File: src/rtl/lstm_cell_state_ram_pkg.sv
// Shared types for the LSTM cell-state RAM (CRAM).
// Provides the datapath word width, the CRAM sequencing state enum and the
// packet structs that carry c_{t-1} to compute and c_t back from compute.
`ifndef LSTM_INPUT_BITS
`define LSTM_INPUT_BITS 16
`endif

package lstm_cell_state_ram_pkg;

    localparam int unsigned CRAM_DATA_BITS = `LSTM_INPUT_BITS;

    typedef enum logic [2:0] {
        CRAM_IDLE,
        CRAM_CLEAR,
        CRAM_RUN,
        CRAM_DRAIN,
        CRAM_DONE
    } cram_state_t;

    // c_{t-1} travelling from CRAM to the compute multiplier
    typedef struct packed {
        logic [CRAM_DATA_BITS-1:0] c_prev;
    } cram_compute_packet_t;

    // c_t travelling from compute back into CRAM
    typedef struct packed {
        logic [CRAM_DATA_BITS-1:0] c_next;
    } compute_cram_packet_t;

endpackage

File: src/rtl/lstm_cell_state_ram_delay_chain.sv
// Fixed-latency shift pipe with synchronous flush.
// Ports: clock, reset (sync, active-high, clears every stage),
//        i_data (enters stage 0), o_data (last stage, DEPTH cycles later).
module lstm_cell_state_ram_delay_chain #(
    parameter int unsigned WIDTH = 1,
    parameter int unsigned DEPTH = 1
) (
    input  logic             clock,
    input  logic             reset,
    input  logic [WIDTH-1:0] i_data,
    output logic [WIDTH-1:0] o_data
);

    logic [WIDTH-1:0] r_stage [DEPTH];

    // Stage shift; reset flushes so no stale entry survives a mid-step reset
    always_ff @(posedge clock) begin
        if (reset) begin
            for (int i = 0; i < int'(DEPTH); i++) begin
                r_stage[i] <= '0;
            end
        end else begin
            r_stage[0] <= i_data;
            for (int i = 1; i < int'(DEPTH); i++) begin
                r_stage[i] <= r_stage[i-1];
            end
        end
    end

    assign o_data = r_stage[DEPTH-1];

endmodule

File: src/rtl/lstm_cell_state_ram.sv
// LSTM cell-state store (CRAM): supplies c_{t-1} aligned to the gate pipeline
// and captures c_t written back by compute, sequencing one timestep per start.
// Optional feature macro: LSTM_CRAM_PARITY_EN (even parity per stored word,
// sticky o_parity_err on read mismatch).
// Ports:
//   clock, reset        clock; synchronous active-high reset
//   i_start, i_clear    begin timestep (IDLE only); zero units 0..N-1 first
//   i_num_units         N, clamped to DEPTH, sampled with i_start
//   i_issue_valid       gate packet for the next unit enters compute
//   o_issue_ready       RUN and fewer than N units issued
//   o_cram_valid/data   c_{t-1} READ_ALIGN cycles after each handshake
//   i_wb_data           c_t, sampled WB_LATENCY cycles after its handshake
//   o_busy, o_step_done not IDLE; one-cycle pulse when all write-backs land
//   o_parity_err        sticky parity error (0 without the parity feature)
module lstm_cell_state_ram
    import lstm_cell_state_ram_pkg::*;
#(
    parameter int unsigned DATA_BITS  = CRAM_DATA_BITS,
    parameter int unsigned DEPTH      = 64,
    parameter int unsigned READ_ALIGN = 5,
    parameter int unsigned WB_LATENCY = 10
) (
    input  logic                         clock,
    input  logic                         reset,
    input  logic                         i_start,
    input  logic                         i_clear,
    input  logic [$clog2(DEPTH+1)-1:0]   i_num_units,
    input  logic                         i_issue_valid,
    output logic                         o_issue_ready,
    output logic                         o_cram_valid,
    output logic [DATA_BITS-1:0]         o_cram_data,
    input  logic [DATA_BITS-1:0]         i_wb_data,
    output logic                         o_busy,
    output logic                         o_step_done,
    output logic                         o_parity_err
);

    localparam int unsigned N_W = $clog2(DEPTH + 1);
    localparam int unsigned A_W = (DEPTH > 1) ? $clog2(DEPTH) : 1;
    localparam int unsigned P_W = $clog2(WB_LATENCY + 2);
`ifdef LSTM_CRAM_PARITY_EN
    localparam int unsigned MEM_W = DATA_BITS + 1;
`else
    localparam int unsigned MEM_W = DATA_BITS;
`endif

    cram_state_t          r_state, w_state_next;
    logic [N_W-1:0]       r_count, w_count_next;
    logic [N_W-1:0]       r_n, w_n_next, w_n_clamped;
    logic [P_W-1:0]       r_pending;
    logic                 r_issue_ready, w_ready_next;
    logic                 r_busy, w_busy_next;
    logic                 r_step_done, w_done_next;
    logic                 r_cram_valid;
    logic [DATA_BITS-1:0] r_cram_data;

    logic [MEM_W-1:0]     r_mem [DEPTH];

    logic                 w_hs;
    logic                 w_drained;
    logic [MEM_W-1:0]     w_rd_word;
    logic                 w_ra_valid;
    logic [MEM_W-1:0]     w_ra_word;
    logic                 w_wb_valid;
    logic [A_W-1:0]       w_wb_addr;
    logic                 w_clr_we;
    logic                 w_we;
    logic [A_W-1:0]       w_waddr;
    logic [DATA_BITS-1:0] w_wdata;
    logic [MEM_W-1:0]     w_wword;

    compute_cram_packet_t w_wb_pkt;
    cram_compute_packet_t w_cram_pkt;

    assign w_hs        = i_issue_valid & r_issue_ready;
    assign w_n_clamped = (i_num_units > N_W'(DEPTH)) ? N_W'(DEPTH) : i_num_units;
    // The write committing this cycle is the last one when only it remains
    assign w_drained   = (r_pending == '0) || ((r_pending == P_W'(1)) && w_wb_valid);

    // Next-state and next-output decode
    always_comb begin
        w_state_next = r_state;
        w_count_next = r_count;
        w_n_next     = r_n;
        case (r_state)
            CRAM_IDLE: begin
                if (i_start) begin
                    w_n_next     = w_n_clamped;
                    w_count_next = '0;
                    w_state_next = (i_clear && (w_n_clamped != '0)) ? CRAM_CLEAR : CRAM_RUN;
                end
            end
            CRAM_CLEAR: begin
                if (r_count == (r_n - N_W'(1))) begin
                    w_count_next = '0;
                    w_state_next = CRAM_RUN;
                end else begin
                    w_count_next = r_count + N_W'(1);
                end
            end
            CRAM_RUN: begin
                w_count_next = r_count + N_W'(w_hs);
                if (w_count_next >= r_n) begin
                    w_state_next = CRAM_DRAIN;
                end
            end
            CRAM_DRAIN: begin
                if (w_drained) begin
                    w_state_next = CRAM_DONE;
                end
            end
            CRAM_DONE: begin
                w_state_next = CRAM_IDLE;
            end
            default: begin
                w_state_next = CRAM_IDLE;
            end
        endcase
        // Outputs are registered, so they are decoded from the next state
        w_ready_next = (w_state_next == CRAM_RUN) && (w_count_next < w_n_next);
        w_busy_next  = (w_state_next != CRAM_IDLE);
        w_done_next  = (w_state_next == CRAM_DONE);
    end

    // Control and output registers
    always_ff @(posedge clock) begin
        if (reset) begin
            r_state       <= CRAM_IDLE;
            r_count       <= '0;
            r_n           <= '0;
            r_pending     <= '0;
            r_issue_ready <= 1'b0;
            r_busy        <= 1'b0;
            r_step_done   <= 1'b0;
            r_cram_valid  <= 1'b0;
            r_cram_data   <= '0;
        end else begin
            r_state       <= w_state_next;
            r_count       <= w_count_next;
            r_n           <= w_n_next;
            r_pending     <= r_pending + P_W'(w_hs) - P_W'(w_wb_valid);
            r_issue_ready <= w_ready_next;
            r_busy        <= w_busy_next;
            r_step_done   <= w_done_next;
            r_cram_valid  <= w_ra_valid;
            r_cram_data   <= w_ra_word[DATA_BITS-1:0];
        end
    end

    // Read at handshake; idle slots carry zero so cram_data is 0 when not valid.
    // The last align stage is the output register above.
    assign w_rd_word = r_mem[r_count[A_W-1:0]];

    lstm_cell_state_ram_delay_chain #(
        .WIDTH (1 + MEM_W),
        .DEPTH (READ_ALIGN - 1)
    ) u_read_align (
        .clock  (clock),
        .reset  (reset),
        .i_data ({w_hs, (w_hs ? w_rd_word : MEM_W'(0))}),
        .o_data ({w_ra_valid, w_ra_word})
    );

    lstm_cell_state_ram_delay_chain #(
        .WIDTH (1 + A_W),
        .DEPTH (WB_LATENCY)
    ) u_wb_pipe (
        .clock  (clock),
        .reset  (reset),
        .i_data ({w_hs, r_count[A_W-1:0]}),
        .o_data ({w_wb_valid, w_wb_addr})
    );

    // Single write port shared by CLEAR zeroing and write-back commits
    assign w_wb_pkt.c_next = CRAM_DATA_BITS'(i_wb_data);
    assign w_clr_we = (r_state == CRAM_CLEAR);
    assign w_we     = !reset && (w_clr_we || w_wb_valid);
    assign w_waddr  = w_clr_we ? r_count[A_W-1:0] : w_wb_addr;
    assign w_wdata  = w_clr_we ? '0 : DATA_BITS'(w_wb_pkt.c_next);

`ifdef LSTM_CRAM_PARITY_EN
    logic r_parity_err;

    assign w_wword = {^w_wdata, w_wdata};

    // Even parity over the whole stored word must reduce to 0
    always_ff @(posedge clock) begin
        if (reset) begin
            r_parity_err <= 1'b0;
        end else if (w_ra_valid && (^w_ra_word)) begin
            r_parity_err <= 1'b1;
        end
    end

    assign o_parity_err = r_parity_err;
`else
    assign w_wword      = w_wdata;
    assign o_parity_err = 1'b0;
`endif

    always_ff @(posedge clock) begin
        if (w_we) begin
            r_mem[w_waddr] <= w_wword;
        end
    end

    assign w_cram_pkt.c_prev = CRAM_DATA_BITS'(r_cram_data);
    assign o_cram_data       = DATA_BITS'(w_cram_pkt.c_prev);
    assign o_cram_valid      = r_cram_valid;
    assign o_issue_ready     = r_issue_ready;
    assign o_busy            = r_busy;
    assign o_step_done       = r_step_done;

endmodule

File: config.mk
export PLATFORM = sky130hd
export DESIGN_NAME = lstm_cell_state_ram
export DESIGN_NICKNAME = d
export VERILOG_FILES = /design/src/rtl/lstm_cell_state_ram_pkg.sv /design/src/rtl/lstm_cell_state_ram_delay_chain.sv /design/src/rtl/lstm_cell_state_ram.sv
export SDC_FILE = /design/constraint.sdc
export NUM_CORES = 1
export LEC_CHECK = 0
export BUFFER_PORTS_ARGS = -buffer_cell sky130_fd_sc_hd__buf_2
export CAP_MARGIN = 20
export CORE_MARGIN = 2
export CORE_UTILIZATION = 25
export CTS_CLUSTER_SIZE = 10
export DETAILED_ROUTE_END_ITERATION = 10
export PLACE_DENSITY = 0.38
export RECOVER_POWER = 100
export SLEW_MARGIN = 40
export SYNTH_ARGS = -nofsm -noshare
export SYNTH_HDL_FRONTEND = slang
export SYNTH_SLANG_ARGS = --single-unit
export TNS_END_PERCENT = 50
File: constraint.sdc
create_clock -name clock -period 5.43 [get_ports clock]
set_clock_uncertainty 0.2 [all_clocks]
set_input_delay 0.8145 -clock clock [delete_from_list [all_inputs] [get_ports clock]]
set_output_delay 0.8145 -clock clock [all_outputs]
set_load 0.02 [all_outputs]
# [Word level (Yosys, flattened, before mapping)]
# Memory sizes are Yosys's and may differ from the RTL's. A register that Yosys moved wholly into a read port is not among the register bits.
# Cells that the tools add are included.
[word_totals] input_bits=28 reg_bits=24 memories=3 word_cells=86 output_inout_bits=21 ramBits=1162
[op_classes] n_lt_le_gt_ge=3 bitwise_logic=15 muxes=35 n_reduce_logical=11 eq_ne=7 add_sub_neg=5
[memory_table] name="r_mem" depth=64 word_bits=16 read_ports=1 rd_clocked_by_memory_dff=1 wr=1 line="lstm_cell_state_ram.sv:57" text="logic [MEM_W-1:0] r_mem [DEPTH];"
[memory_table] name="u_wb_pipe.r_stage" depth=10 word_bits=7 read_ports=10 rd_clocked_by_memory_dff=0 wr=10 line="lstm_cell_state_ram_delay_chain.sv:14" text="logic [WIDTH-1:0] r_stage [DEPTH];"
[memory_table] name="u_read_align.r_stage" depth=4 word_bits=17 read_ports=4 rd_clocked_by_memory_dff=1 wr=4 line="lstm_cell_state_ram_delay_chain.sv:14"
[op_table] cell="7-bit 2-to-1 mux" count=15
[op_table] cell="17-bit 2-to-1 mux" count=4
[op_table] cell="16-bit 2-to-1 mux" count=2
[op_table] cell="7-bit one-hot mux with 3 select lines" count=1
[op_table] cell="1-bit OR" count=14
[op_table] cell="3-bit 2-to-1 mux" count=4
[op_table] cell="6-bit 2-to-1 mux" count=2
[op_table] cell="3-bit one-hot mux with 4 select lines" count=1
[op_table] cell="3-bit by 2-bit equality test with 1-bit output (second input constant)" count=3
[op_table] cell="7-bit by 1-bit adder with 7-bit output" count=1
[op_table] cell="7-bit by 1-bit adder with 7-bit output (second input constant)" count=1
[op_table] cell="7-bit equality test" count=1
[op_table] cell="7-bit >= comparator" count=1
[op_table] cell="7-bit > comparator (second input constant)" count=1
[op_table] cell="7-bit < comparator" count=1
[op_table] cell="7-bit nonzero test" count=1
[op_table] cell="7-bit by 1-bit subtractor with 7-bit output (second input constant)" count=1
[op_table] cell="1-bit 2-to-1 mux" count=5
[op_table] cell="4-bit by 1-bit adder with 4-bit output" count=1
[op_table] cell="4-bit by 1-bit equality test with 1-bit output (second input constant)" count=1
[op_table] cell="1-bit logical AND" count=4
[op_table] cell="4-bit zero test" count=1
[op_table] cell="4-bit by 1-bit subtractor with 4-bit output" count=1
[op_table] cell="3-bit by 1-bit equality test with 1-bit output (second input constant)" count=1
[op_table] cell="7 further kinds" count=8

# [Longest topological paths before layout]
# Gate-level depths: netlist of the first run.
[depth] ltp_word=9 depth_mapped=14 depth_no_buf=14

# [Cells and area by module]
# From an unflattened synthesis of the first run, not the netlist that was laid out.
[hier_totals] hier_cells=2294 hier_area_um2=45770.1
[by_module_without_submodules] mod="lstm_cell_state_ram" cells_per_inst=1997 n_inst=1 seq_area_each_um2=31570.3 area_each_um2=42006.5
[by_module_without_submodules] mod="lstm_cell_state_ram_delay_chain (u_wb_pipe)" cells_per_inst=154 n_inst=1 seq_area_each_um2=1401.3 area_each_um2=1926.8
[by_module_without_submodules] mod="lstm_cell_state_ram_delay_chain (u_read_align)" cells_per_inst=143 n_inst=1 seq_area_each_um2=1361.3 area_each_um2=1836.8

# [Worst setup path before layout of the first run]
# No wires, ideal clock.
[synth_path] path_kind="input -> register" startpoint="input i_issue_valid" endpoint="register r_issue_ready (netlist: o_issue_ready)" required_ns=5.113 setup_ns=0.117 n_path_buf=0 setup_slack_ns=2.265 path_stages=13 t_arrival_ns=2.848 cell_sequence="nand2_1 -> inv_1 -> ha_1 -> ha_1 -> nand2_1 -> o21ai_0 -> a31oi_1 -> nor4_1 -> nor3_1 -> ha_1 -> nand4_1 -> a21oi_1 -> and4b_1"
[synth_via] word_cells_on_any_way=9 cone_classes="1 x add/sub; 2 x order compare; 1 x eq/ne; 3 x mux; 1 x bitwise; 1 x reduce/logical"
[synth_lines] item="start, declared" line="lstm_cell_state_ram.sv:28" text="input logic i_issue_valid,"
[synth_lines] item="1-bit bitwise AND" line="lstm_cell_state_ram.sv:75" text="assign w_hs = i_issue_valid & r_issue_ready;"
[synth_lines] item="named net w_hs" line="lstm_cell_state_ram.sv:59" text="logic w_hs;"
[synth_lines] item="7-bit by 1-bit adder with 7-bit output" line="lstm_cell_state_ram.sv:102" text="w_count_next = r_count + N_W'(w_hs);"
[synth_lines] item="7-bit one-hot mux with 3 select lines" line="lstm_cell_state_ram.sv:85" text="case (r_state)"
[synth_lines] item="named net w_count_next[6]" line="lstm_cell_state_ram.sv:48" text="logic [N_W-1:0] r_count, w_count_next;"
[synth_lines] item="7-bit < comparator" line="lstm_cell_state_ram.sv:120" text="w_ready_next = (w_state_next == CRAM_RUN) && (w_count_next < w_n_next);"
[synth_lines] item="1-bit logical AND" line="lstm_cell_state_ram.sv:120"
[synth_lines] item="end signal, assigned" line="lstm_cell_state_ram.sv:142" text="r_issue_ready <= w_ready_next;"
[synth_lines] item="end, declared" line="lstm_cell_state_ram.sv:51" text="logic r_issue_ready, w_ready_next;"
# The timed path passes the listed nets, and every way through them passes these cells.
# A chain may end at the register's enable or synchronous reset.

# [Worst setup path after layout of the first run]
[layout_path] startpoint="register r_state[1]" endpoint="memory r_mem[11][9] (netlist name), enable pin"
[layout_via] elab_chain_len=5 word_cells_on_any_way=6 cone_classes="1 x eq/ne; 3 x mux; 2 x reduce/logical"
[layout_rtl] item="start, declared" line="lstm_cell_state_ram.sv:47" text="cram_state_t r_state, w_state_next;"
[layout_rtl] item="start signal, assigned" line="lstm_cell_state_ram.sv:138" text="r_state <= w_state_next;"
[layout_rtl] item="3-bit by 1-bit equality test with 1-bit output *" line="lstm_cell_state_ram.sv:176" text="assign w_clr_we = (r_state == CRAM_CLEAR);"
[layout_rtl] item="1-bit logical OR" line="lstm_cell_state_ram.sv:177" text="assign w_we = !reset && (w_clr_we || w_wb_valid);"
[layout_rtl] item="1-bit logical AND" line="lstm_cell_state_ram.sv:177"
[layout_rtl] item="1-bit 2-to-1 mux" line="lstm_cell_state_ram.sv:202" text="if (w_we) begin"
[layout_rtl] item="1-bit 2-to-1 mux (not written as such)" line="lstm_cell_state_ram.sv:203" text="r_mem[w_waddr] <= w_wword;"
[layout_rtl] item="end, declared" line="lstm_cell_state_ram.sv:57"
# Mark *: on every way between the ends. The rest lies on a longest branch, timed or not.

==> metrics.txt, run 1 <==
Main synth FF type=edfxtp_1; Crit path buffers/inverters=3; hold crit path type=flip-flop to flip-flop; mean post-synth cell area=19.8 sq um; CTS tree=yes; CP Cell Sequence=clkinv_1, nand3_1, buf_4, nand2_1, a21boi_0, nand2_1, nor2_1, clkbuf_1; via count=22600; Root Buffer=clkbuf_16; Final setup viols=0; global route overflow=0; first drt pass iteration count=5; setup_tns=0 ns; actual slew at the worst max-slew pin=3.43 ns; PwrDens=388 nW/um^2; growth of design area from synthesis to finish=16.3%; initial antenna violation count=7; Initial DRC Count=2115; vias in the first global route=23700; register area share after synthesis=75.6%; DRC Markers=0; cell repeated most along the worst path=nand2_1; Mapped Cells=2290; WL/cell=26.9 um; Worst Min Path Start=u_read_align.r_stage[1][12]; Critical Path RT=5.57 ns; Post-Route WL=132000 um; # fillers=17700; CTS H-tree depth=4; Post-CTS Setup Bufs=0; Cell Rows=156; Hold EP=u_read_align.r_stage[2][12]; I/O Pins=49; Placer Congestion=0.804; WHS=0.232 ns; WS Path Type=flip-flop to flip-flop; number of synthesized flops with an enable pin=1024; cts hold-fix bufs=0; unrepaired setup endpoints after global routing=no; hold path depth=1; vias per cell=4.60; dpl cell area=49000 sq um; cts bufs inserted=142; port buffer count=47; R2R Path Start=r_state[1]; FF-to-FF setup slack=0.78 ns; CTS resizes=0; Die Y=430 um; leakage=15.9 nW; outcome=finished, violations left; critical path arrival=4.79 ns; commonest non-fill, non-tap cells in the layout=1024 x edfxtp_1, 272 x mux4_2, 171 x dfxtp_1, 145 x clkbuf_16, 134 x nor2b_1; Clock Latency Late Sink=0.76 ns; r2r endpoint=r_mem[11][9]; post-route cell area=52700 sq um; Final min period=4.65 ns; Num Clock Sinks=1198; maxcap violations=28; uppermost layer routed=met4; post-synth cell types=64; Yosys reg bits=1198; Worst VDD drop=0.275 mV; Post-synth ARST share=0%; first-pass GRT wire length=185000 um; CORE AREA=180000 sq um; worst r2r path cells=8; met3 WL=8020 um; GRT Total Usage=14.2%; fin nets=2521; Rel. slew slack=-129%; Tcrit/Tclk final=85.7%; failing checks=capacitance limit, slew limit; hpwl dp=78800 um; CP startpoint kind=flip-flop; maximum clock rate=215 MHz; Max Root-Sink Buffers=3; Crit Path Max Fanout=33; max-slew violations=893; most common cell after layout, fill and taps aside=edfxtp_1; YS warnings=0; layout cells sized above 1=21.1%; mapped cell area=45300 sq um; Initial Util=25.1%; pin count of the biggest net entering global routing=87; met2 wire length=62000 um; die width=430 um; die area=185000 sq um; met1 wire length=57900 um; Clk pin slew, worst setup/hold paths=0.05 ns; Post-Syn Nets=2341; CP endpoint kind=flip-flop; critical path's top delay family=buffers and inverters; Slowest Stage Delay on Critical Path=1.27 ns; Post-DRT Antenna Nets=0; Hold Vio Cnt, Final=0; slowest CP cell=clkbuf_1
cell families (layout without fill, tap and decap cells):
logic type | Yosys count | in the layout | share of synthesized area, %
mux | 321 | 321 | 14.6
xor+xnor | 13 | 13 | 0.268
flops | 1198 | 1198 | 75.6
fa+ha+maj | 23 | 23 | 0.652
buf+inv | 151 | 400 | 1.47
other cells | 1 | 7 | 0.00828
simple gates | 387 | 387 | 4.52
compound gates | 196 | 196 | 2.91
cell type report:
| cell class | instances | area [sq um] | share of cell area, % |
|---|---|---|---|
| Clock buffer | 190 | 3840 | 7.28 |
| Multi-Input combinational cell | 941 | 10400 | 19.7 |
| Sequential cell | 1198 | 34200 | 65.0 |
| Clock inverter | 23 | 231 | 0.439 |
| Tap cell | 2370 | 2970 | 5.63 |
| Inverter | 24 | 90.1 | 0.171 |
| Antenna cell | 6 | 15.0 | 0.0285 |
| Timing Repair Buffer | 163 | 921 | 1.75 |
flip-flops by register name (all words and copies together) (netlist names):
| name | count |
|---|---|
| o_step_done | 1 |
| r_pending | 4 |
| r_n | 7 |
| r_state | 3 |
| r_count | 7 |
| r_mem | 1024 |
| o_busy | 1 |
| o_issue_ready | 1 |
| u_wb_pipe.r_stage | 70 |
| u_read_align.r_stage | 64 |
| o_cram_data | 16 |
worst max path at each step:
| stage | slack, ns | cells after the start | from | end |
|---|---|---|---|---|
| detailed placement | 1.51 | 8 | r_state[1] | r_mem[28][13] |
| CTS | 1.45 | 8 | r_state[1] | r_mem[12][7] |
| global route | 0.63 | 5 | r_state[1] | r_mem[48][3] |
| finish | 0.78 | 8 | r_state[1] | r_mem[11][9] |
| floorplan | 2.27 | 13 | i_issue_valid | o_issue_ready |
| global placement | 1.49 | 15 | i_issue_valid | o_issue_ready |
synth_stat cells, drive strengths merged (6+ instances only):
cell type / instances / area, sq um
a22oi: 34 / 255
clkbuf: 59 / 221
ha: 22 / 275
and2: 18 / 113
a22o: 14 / 123
a211oi: 20 / 150
o22ai: 14 / 87.6
nor2b: 135 / 845
a21oi: 47 / 235
nor3: 42 / 210
nand3: 12 / 60.1
buf: 68 / 354
xnor2: 8 / 70.1
edfxtp: 1024 / 30700
mux2i: 49 / 490
inv: 21 / 78.8
nor2: 106 / 398
mux4: 272 / 6130
o21ai: 35 / 175
nand2: 33 / 124
dfxtp: 174 / 3480
nor3b: 6 / 45.0
power by group:
part | total, W | leakage (nW) | internal [W] | switching [W]
sequential | 0.0102 | 10.6 | 0.0102 | 0.0000590
clock | 0.00861 | 1.97 | 0.00495 | 0.00365
combinational | 0.00161 | 3.31 | 0.000604 | 0.00100
metrics by stage:
stage | worst slack, ns | power [W] | util [%] | instances
6_report | 0.778 | 0.0204 | 29.2 | 4915
5_1_grt | 0.628 | 0.0212 | 29.2 | 4910
4_1_cts | 1.45 | 0.0208 | 29.4 | 4909
3_5_place_dp | 1.51 | 0.0121 | 27.2 | 4696
3_3_place_gp | 1.49 | 0.0121 | 27.2 | 4695
2_1_floorplan | 2.27 | 0.0114 | - | 2290
per-layer routing:
| metal | global-route usage (%) | vias to the layer above |
|---|---|---|
| li1 | - | 9578 |
| met1 | 19.1 | 12200 |
| met2 | 22.5 | 651 |
| met3 | 3.44 | 195 |
| met4 | 4.93 | 0 |
| met5 | 0 | - |
worst register-to-register path, delay by kind of cell (launching register included):
kind	cells	cell delay (ns)
compound gates	1	0.53
buf+inv	3	1.81
flops	1	0.45
simple gates	4	1.23
No activity file was read; power rests on OpenSTA's default activity.
==> inputs of run 2 (changes only) <==
--- a/config.mk
+++ b/config.mk
@@ -7,7 +7,7 @@
 export LEC_CHECK = 0
 export BUFFER_PORTS_ARGS = -buffer_cell sky130_fd_sc_hd__buf_2
 export CAP_MARGIN = 20
-export CORE_MARGIN = 2
+export CORE_MARGIN = 4
 export CORE_UTILIZATION = 25
 export CTS_CLUSTER_SIZE = 10
 export DETAILED_ROUTE_END_ITERATION = 10
==> run 2 against run 1 <==
The flow still finishes with violations (capacitance limit, slew limit). Sequential power about the same. First-iteration DRC count decreased by 11%. Critical endpoint is now u_read_align.r_stage[0][1]. Sequential cell count unchanged. Die area increased by 1.9%. Critical path depth decreased by 1. Largest cell class unchanged. Fmax increased by 2.7%. Final area increased by 0.43%. Clock power increased by 0.8%. Count of clock-buffer cells in the layout increased by 6.
==> metrics.txt, run 2 (synthesis gave the netlist of run 1 again) <==
first-pass GRT wire length=186000 um; setup_tns=0 ns; commonest non-fill, non-tap cells in the layout=1024 x edfxtp_1, 272 x mux4_2, 172 x dfxtp_1, 147 x clkbuf_16, 134 x nor2b_1; cell repeated most along the worst path=nor3_1; Post-DRT Antenna Nets=0; Final WS setup=0.901 ns; max-slew violations=586; maxcap violations=14; CORE AREA=179000 sq um; WL/cell=26.8 um; Critical Path RT=5.75 ns; Root Buffer=clkbuf_16; vias per cell=4.59; port buffer count=47; WHS=0.178 ns; Core Util, Final=29.5%; Tcrit/Tclk final=83.4%; failing checks=capacitance limit, slew limit; CTS resizes=0; Worst VDD drop=0.291 mV; Die Y=434 um; most common cell after layout, fill and taps aside=edfxtp_1; critical path arrival=4.84 ns; Initial Util=25.3%; Post-CTS Setup Bufs=0; vias in the first global route=23800; slowest CP cell=dfxtp_1; Crit Path Max Fanout=21; CP Cell Sequence=buf_12, buf_4, mux4_2, a22oi_1, a21oi_1, nor3_1, nor3_1; initial antenna violation count=11; fin nets=2532; PwrDens=387 nW/um^2; Hold Vio Cnt, Final=0; GRT busiest layer=met2; critical path's top delay family=flip-flops; CTS H-tree depth=4; Cell Rows=155; unrepaired setup endpoints after global routing=no; hold crit path type=input port to flip-flop; Rel. slew slack=-140%; Initial DRC Count=1890; pre-CTS WS=1.64 ns; Post-Route WL=132000 um; WS Path Type=flip-flop to flip-flop; Clk pin slew, worst setup/hold paths=0.06 ns; via count=22600; die area=188000 sq um; GRT Total Usage=14.1%; CP endpoint kind=flip-flop; cts bufs inserted=144; Placer Congestion=0.791; met3 track demand over resource=2.61%; layout cells sized above 1=22.6%; CTS tree=yes; Final min period=4.53 ns; dpl cell area=49000 sq um; met2 Resource Use GR=23.5%; DRC Markers=0; Top Registers=r_mem: 1024 flops, u_wb_pipe.r_stage: 70 flops, u_read_align.r_stage: 64 flops; max FFs per register=1024; Top reg by flops=r_mem; met1 GRT Util=18.8%; maximum clock rate=221 MHz; pin count of the biggest net entering global routing=110; growth of design area from synthesis to finish=16.8%; I/O Pins=49; CP startpoint kind=flip-flop; leakage=16.1 nW; post-route cell area=52900 sq um; actual slew at the worst max-slew pin=3.60 ns; Slowest Stage Delay on Critical Path=1.30 ns; Num Clock Sinks=1198; outcome=finished, violations left; first drt pass iteration count=5; Clock Latency Late Sink=0.76 ns; die width=434 um; global route overflow=0; Final setup viols=0; cts hold-fix bufs=0; Max Root-Sink Buffers=3; hpwl dp=80700 um; Crit path buffers/inverters=2
-- run 2: power breakdown --
group | switching [W] | internal [W] | total [W] | leakage (nW)
combinational | 0.000976 | 0.000609 | 0.00158 | 3.46
sequential | 0.0000556 | 0.0102 | 0.0102 | 10.6
clock | 0.00365 | 0.00504 | 0.00868 | 2.01
total | 0.00468 | 0.0158 | 0.0205 | 16.1
-- run 2: metrics by stage --
stage	total power [W]	cells
6_report	0.0205	4916
5_1_grt	0.0213	4911
4_1_cts	0.0208	4910
3_5_place_dp	0.0121	4690
3_3_place_gp	0.0120	4689
2_1_floorplan	0.0114	2290
-- run 2: worst register-to-register path: stages, from the launching register on --
cell and delay (ns):
dfxtp_1 1.30, buf_12 0.30, buf_4 0.41, mux4_2 0.56, a22oi_1 0.58, a21oi_1 0.36, nor3_1 0.45, nor3_1 0.11
-- run 2: layer usage --
metal	wire length, um	share of wire (%)	vias to the layer above
met5	0	0	-
met4	3010	2.3	0
met3	5870	4.5	180
met2	64900	49	541
met1	58200	44	12300
li1	-	-	9599
-- run 2: final timing paths --
path	slack, ns	to	cells past startpoint	start
worst min register to register	0.23	u_wb_pipe.r_stage[0][39]	1	u_wb_pipe.r_stage[0][32]
worst max-delay path	0.90	u_read_align.r_stage[0][1]	7	r_count[0]
worst min-delay path	0.18	u_wb_pipe.r_stage[0][17]	2	reset
worst max register to register	0.90	u_read_align.r_stage[0][1]	7	r_count[0]
-- run 2: area by class of cell --
type	count	area (sq um)
Multi-Input combinational cell	941	10400
Clock inverter	24	241
Antenna cell	6	15.0
Fill cell	17600	126000
Sequential cell	1198	34200
Inverter	24	90.1
Clock buffer	196	3900
Tap cell	2355	2950
Timing Repair Buffer	172	1090
==> inputs of run 3 (changes only) <==
--- a/config.mk
+++ b/config.mk
@@ -5,13 +5,14 @@
 export SDC_FILE = /design/constraint.sdc
 export NUM_CORES = 1
 export LEC_CHECK = 0
+export ABC_AREA = 1
 export BUFFER_PORTS_ARGS = -buffer_cell sky130_fd_sc_hd__buf_2
 export CAP_MARGIN = 20
 export CORE_MARGIN = 4
 export CORE_UTILIZATION = 25
 export CTS_CLUSTER_SIZE = 10
 export DETAILED_ROUTE_END_ITERATION = 10
-export PLACE_DENSITY = 0.38
+export PLACE_DENSITY = 0.4
 export RECOVER_POWER = 100
 export SLEW_MARGIN = 40
 export SYNTH_ARGS = -nofsm -noshare
==> constraint.sdc (replaced) <==
create_clock -name clock -period 3.8 [get_ports clock]
set_clock_uncertainty 0.2 [all_clocks]
set_input_delay 0.57 -clock clock [delete_from_list [all_inputs] [get_ports clock]]
set_output_delay 0.57 -clock clock [all_outputs]
set_load 0.02 [all_outputs]
==> run 3 against run 2 <==
The flow still finishes with violations (capacitance limit, slew limit). Area after synthesis increased by 2.8%. Via count up 30%. Final cell count grew 31%. Global-route usage up 0.58 points. Fmax rose by 29%. Utilization shrank 0.070 points. Largest power group unchanged.
==> metrics.txt, run 3 <==
Post-Route WL=144000 um; Hold Vio Cnt, Final=0; Top reg by flops=r_mem; Post-DRT Antenna Nets=0; Max Root-Sink Buffers=3; growth of design area from synthesis to finish=17.1%; max FFs per register=1024; adder-cell area share of the yosys netlist=0.634%; pre-CTS WS=0.566 ns; Post-synth ARST share=0%; Post-CTS Setup Bufs=0; vias in the first global route=28800; cts bufs inserted=143; Crit Path Max Fanout=16; main combinational cell family by area after synthesis=compound AO/OA/AOI/OAI gates; unrepaired setup endpoints after global routing=no; fin nets=3928; WL/cell=22.4 um; initial antenna violation count=4; hpwl dp=82200 um; Tcrit/Tclk final=92.3%; mapped cell area=46600 sq um; first drt pass iteration count=7; top-count cell post-synth=edfxtp_1; critical path arrival=3.72 ns; top cells by count, synth=1024 x edfxtp_1, 842 x nor2_1, 526 x o21ai_0, 283 x o22ai_1, 191 x inv_1; Clock Latency Late Sink=0.76 ns; largest area contributor in the synthesized netlist=edfxtp_1; failing checks=capacitance limit, slew limit; layout cells sized above 1=11.1%; global route overflow=0; pin count of the biggest net entering global routing=154; CTS tree=yes; WS Path Type=flip-flop to flip-flop; Num Clock Sinks=1198; GRT Total Usage=14.7%; die width=440 um; port buffer count=47; YS warnings=0; Final WS setup=0.291 ns; Synth area leaders=edfxtp_1 66%, dfxtp_1 7.5%, nor2_1 6.8%, o21ai_0 5.7%, o22ai_1 3.8%; Critical Path RT=4.02 ns; # fillers=19000; Cell Rows=158; commonest non-fill, non-tap cells in the layout=1024 x edfxtp_1, 824 x nor2_1, 526 x o21ai_0, 283 x o22ai_1, 191 x inv_1; setup_tns=0 ns; CP endpoint kind=flip-flop; Final min period=3.51 ns; Main synth FF type=edfxtp_1; Clk pin slew, worst setup/hold paths=0.05 ns; Top Registers=r_mem: 1024 flops, u_wb_pipe.r_stage: 70 flops, u_read_align.r_stage: 64 flops; via count=29400; maxcap violations=13; PwrDens=569 nW/um^2; Rel. slew slack=-23.5%; CTS H-tree depth=4; Initial Util=25.1%; maximum clock rate=285 MHz; Die Y=440 um; hold crit path type=input port to flip-flop; Post-Syn Nets=3789; outcome=finished, violations left; CP startpoint kind=flip-flop; area share of the largest cell type after synthesis=66.0%; DRC Markers=0; Root Buffer=clkbuf_16; post-synthesis mux area share=1.55%; post-synthesis compound-gate area fraction=11.2%; most common cell after layout, fill and taps aside=edfxtp_1; die area=193000 sq um; Final setup viols=0; leakage=18.1 nW; first-pass GRT wire length=207000 um; number of synthesized flops with an enable pin=1024; I/O Pins=49; max-slew violations=837; Core Util, Final=29.4%; CORE AREA=185000 sq um; Placer Congestion=0.786; Mapped Cells=3738; WHS=0.0655 ns; Yosys reg bits=1198; vias per cell=4.57; post-synth cell types=45; mean post-synth cell area=12.5 sq um; register area share after synthesis=73.5%; post-synthesis simple-gate area fraction=8.88%; Synth Area in XOR/XNOR=0.244%; actual slew at the worst max-slew pin=1.85 ns; Initial DRC Count=2404; Worst VDD drop=0.303 mV
-- run 3: cell types whose count changed after synthesis, sizes merged, moves of 82 or more --
cell	before	now
clkbuf	59	141
inv	21	195
mux4	272	0
nand2	33	152
nor2	106	844
nor2b	135	0
o21ai	35	572
o22ai	14	283
-- run 3: stage by stage --
| stage | total power (W) | instance area, sq um | instances |
|---|---|---|---|
| after floorplan | 0.0172 | 46600 | 3738 |
| after global placement | 0.0190 | 50700 | 6206 |
| after detailed placement | 0.0190 | 50700 | 6206 |
| after CTS | 0.0316 | 54900 | 6423 |
| after global routing | 0.0324 | 54500 | 6423 |
| final | 0.0310 | 54500 | 6427 |
-- run 3: critical path: stages, from the launching register on --
cell	delay, ns
dfxtp_1	0.41
nor2_1	0.09
nand2_1	0.30
inv_1	0.18
or2_0	0.23
o21ai_1	0.47
nand4_2	0.44
clkbuf_1	0.32
nor2_1	0.14
clkbuf_4	0.36
-- run 3: power breakdown --
part / internal (W) / switching (W) / total [W]
Clock: 0.00721 / 0.00523 / 0.0124
Combinational: 0.000980 / 0.00289 / 0.00387
Sequential: 0.0147 / 0.0000605 / 0.0147
-- run 3: cells by family (layout without fill, tap and decap cells) --
group	Yosys count	count (layout)
compound gates	949	949
simple gates	1056	1056
other cells	1	5
flops	1198	1198
fa+ha+maj	23	23
xor+xnor	13	13
buf+inv	431	636
mux	67	67
-- run 3: what timing repair did --
action | CTS | global route
gates resized for setup | 0 | 0
hold buffers | 6 | 0
endpoints found under the hold margin | 12 | 0
-- run 3: final timing paths --
kind / from / depth (start not counted) / to / slack [ns]
worst min-delay path: i_num_units[5] / 4 / r_n[5] / 0.07
worst max register to register: r_state[2] / 9 / r_mem[61][7] / 0.29
worst min register to register: u_read_align.r_stage[1][7] / 2 / u_read_align.r_stage[2][7] / 0.19
worst max-delay path: r_state[2] / 9 / r_mem[61][7] / 0.29
-- run 3: final cells by class --
type	count	area (sq um)	area share, %
multi-input combinational	2109	10600	19.4
clock buffer	189	3910	7.17
timing repair buffer	230	1720	3.15
antenna	4	10.0	0.0184
inverter	195	758	1.39
sequential	1198	34200	62.8
clock inverter	22	224	0.411
tap	2480	3100	5.69
-- run 3: layer usage --
| metal | routed length (um) | track usage [%] | vias to the layer above | share of wire (%) |
|---|---|---|---|---|
| met1 | 67300 | 20.6 | 14900 | 47 |
| met5 | 12 | 0 | - | 0.0083 |
| met4 | 3180 | 4.17 | 2 | 2.2 |
| met3 | 7490 | 2.82 | 184 | 5.2 |
| li1 | - | - | 13700 | - |
| met2 | 66000 | 23.0 | 649 | 46 |
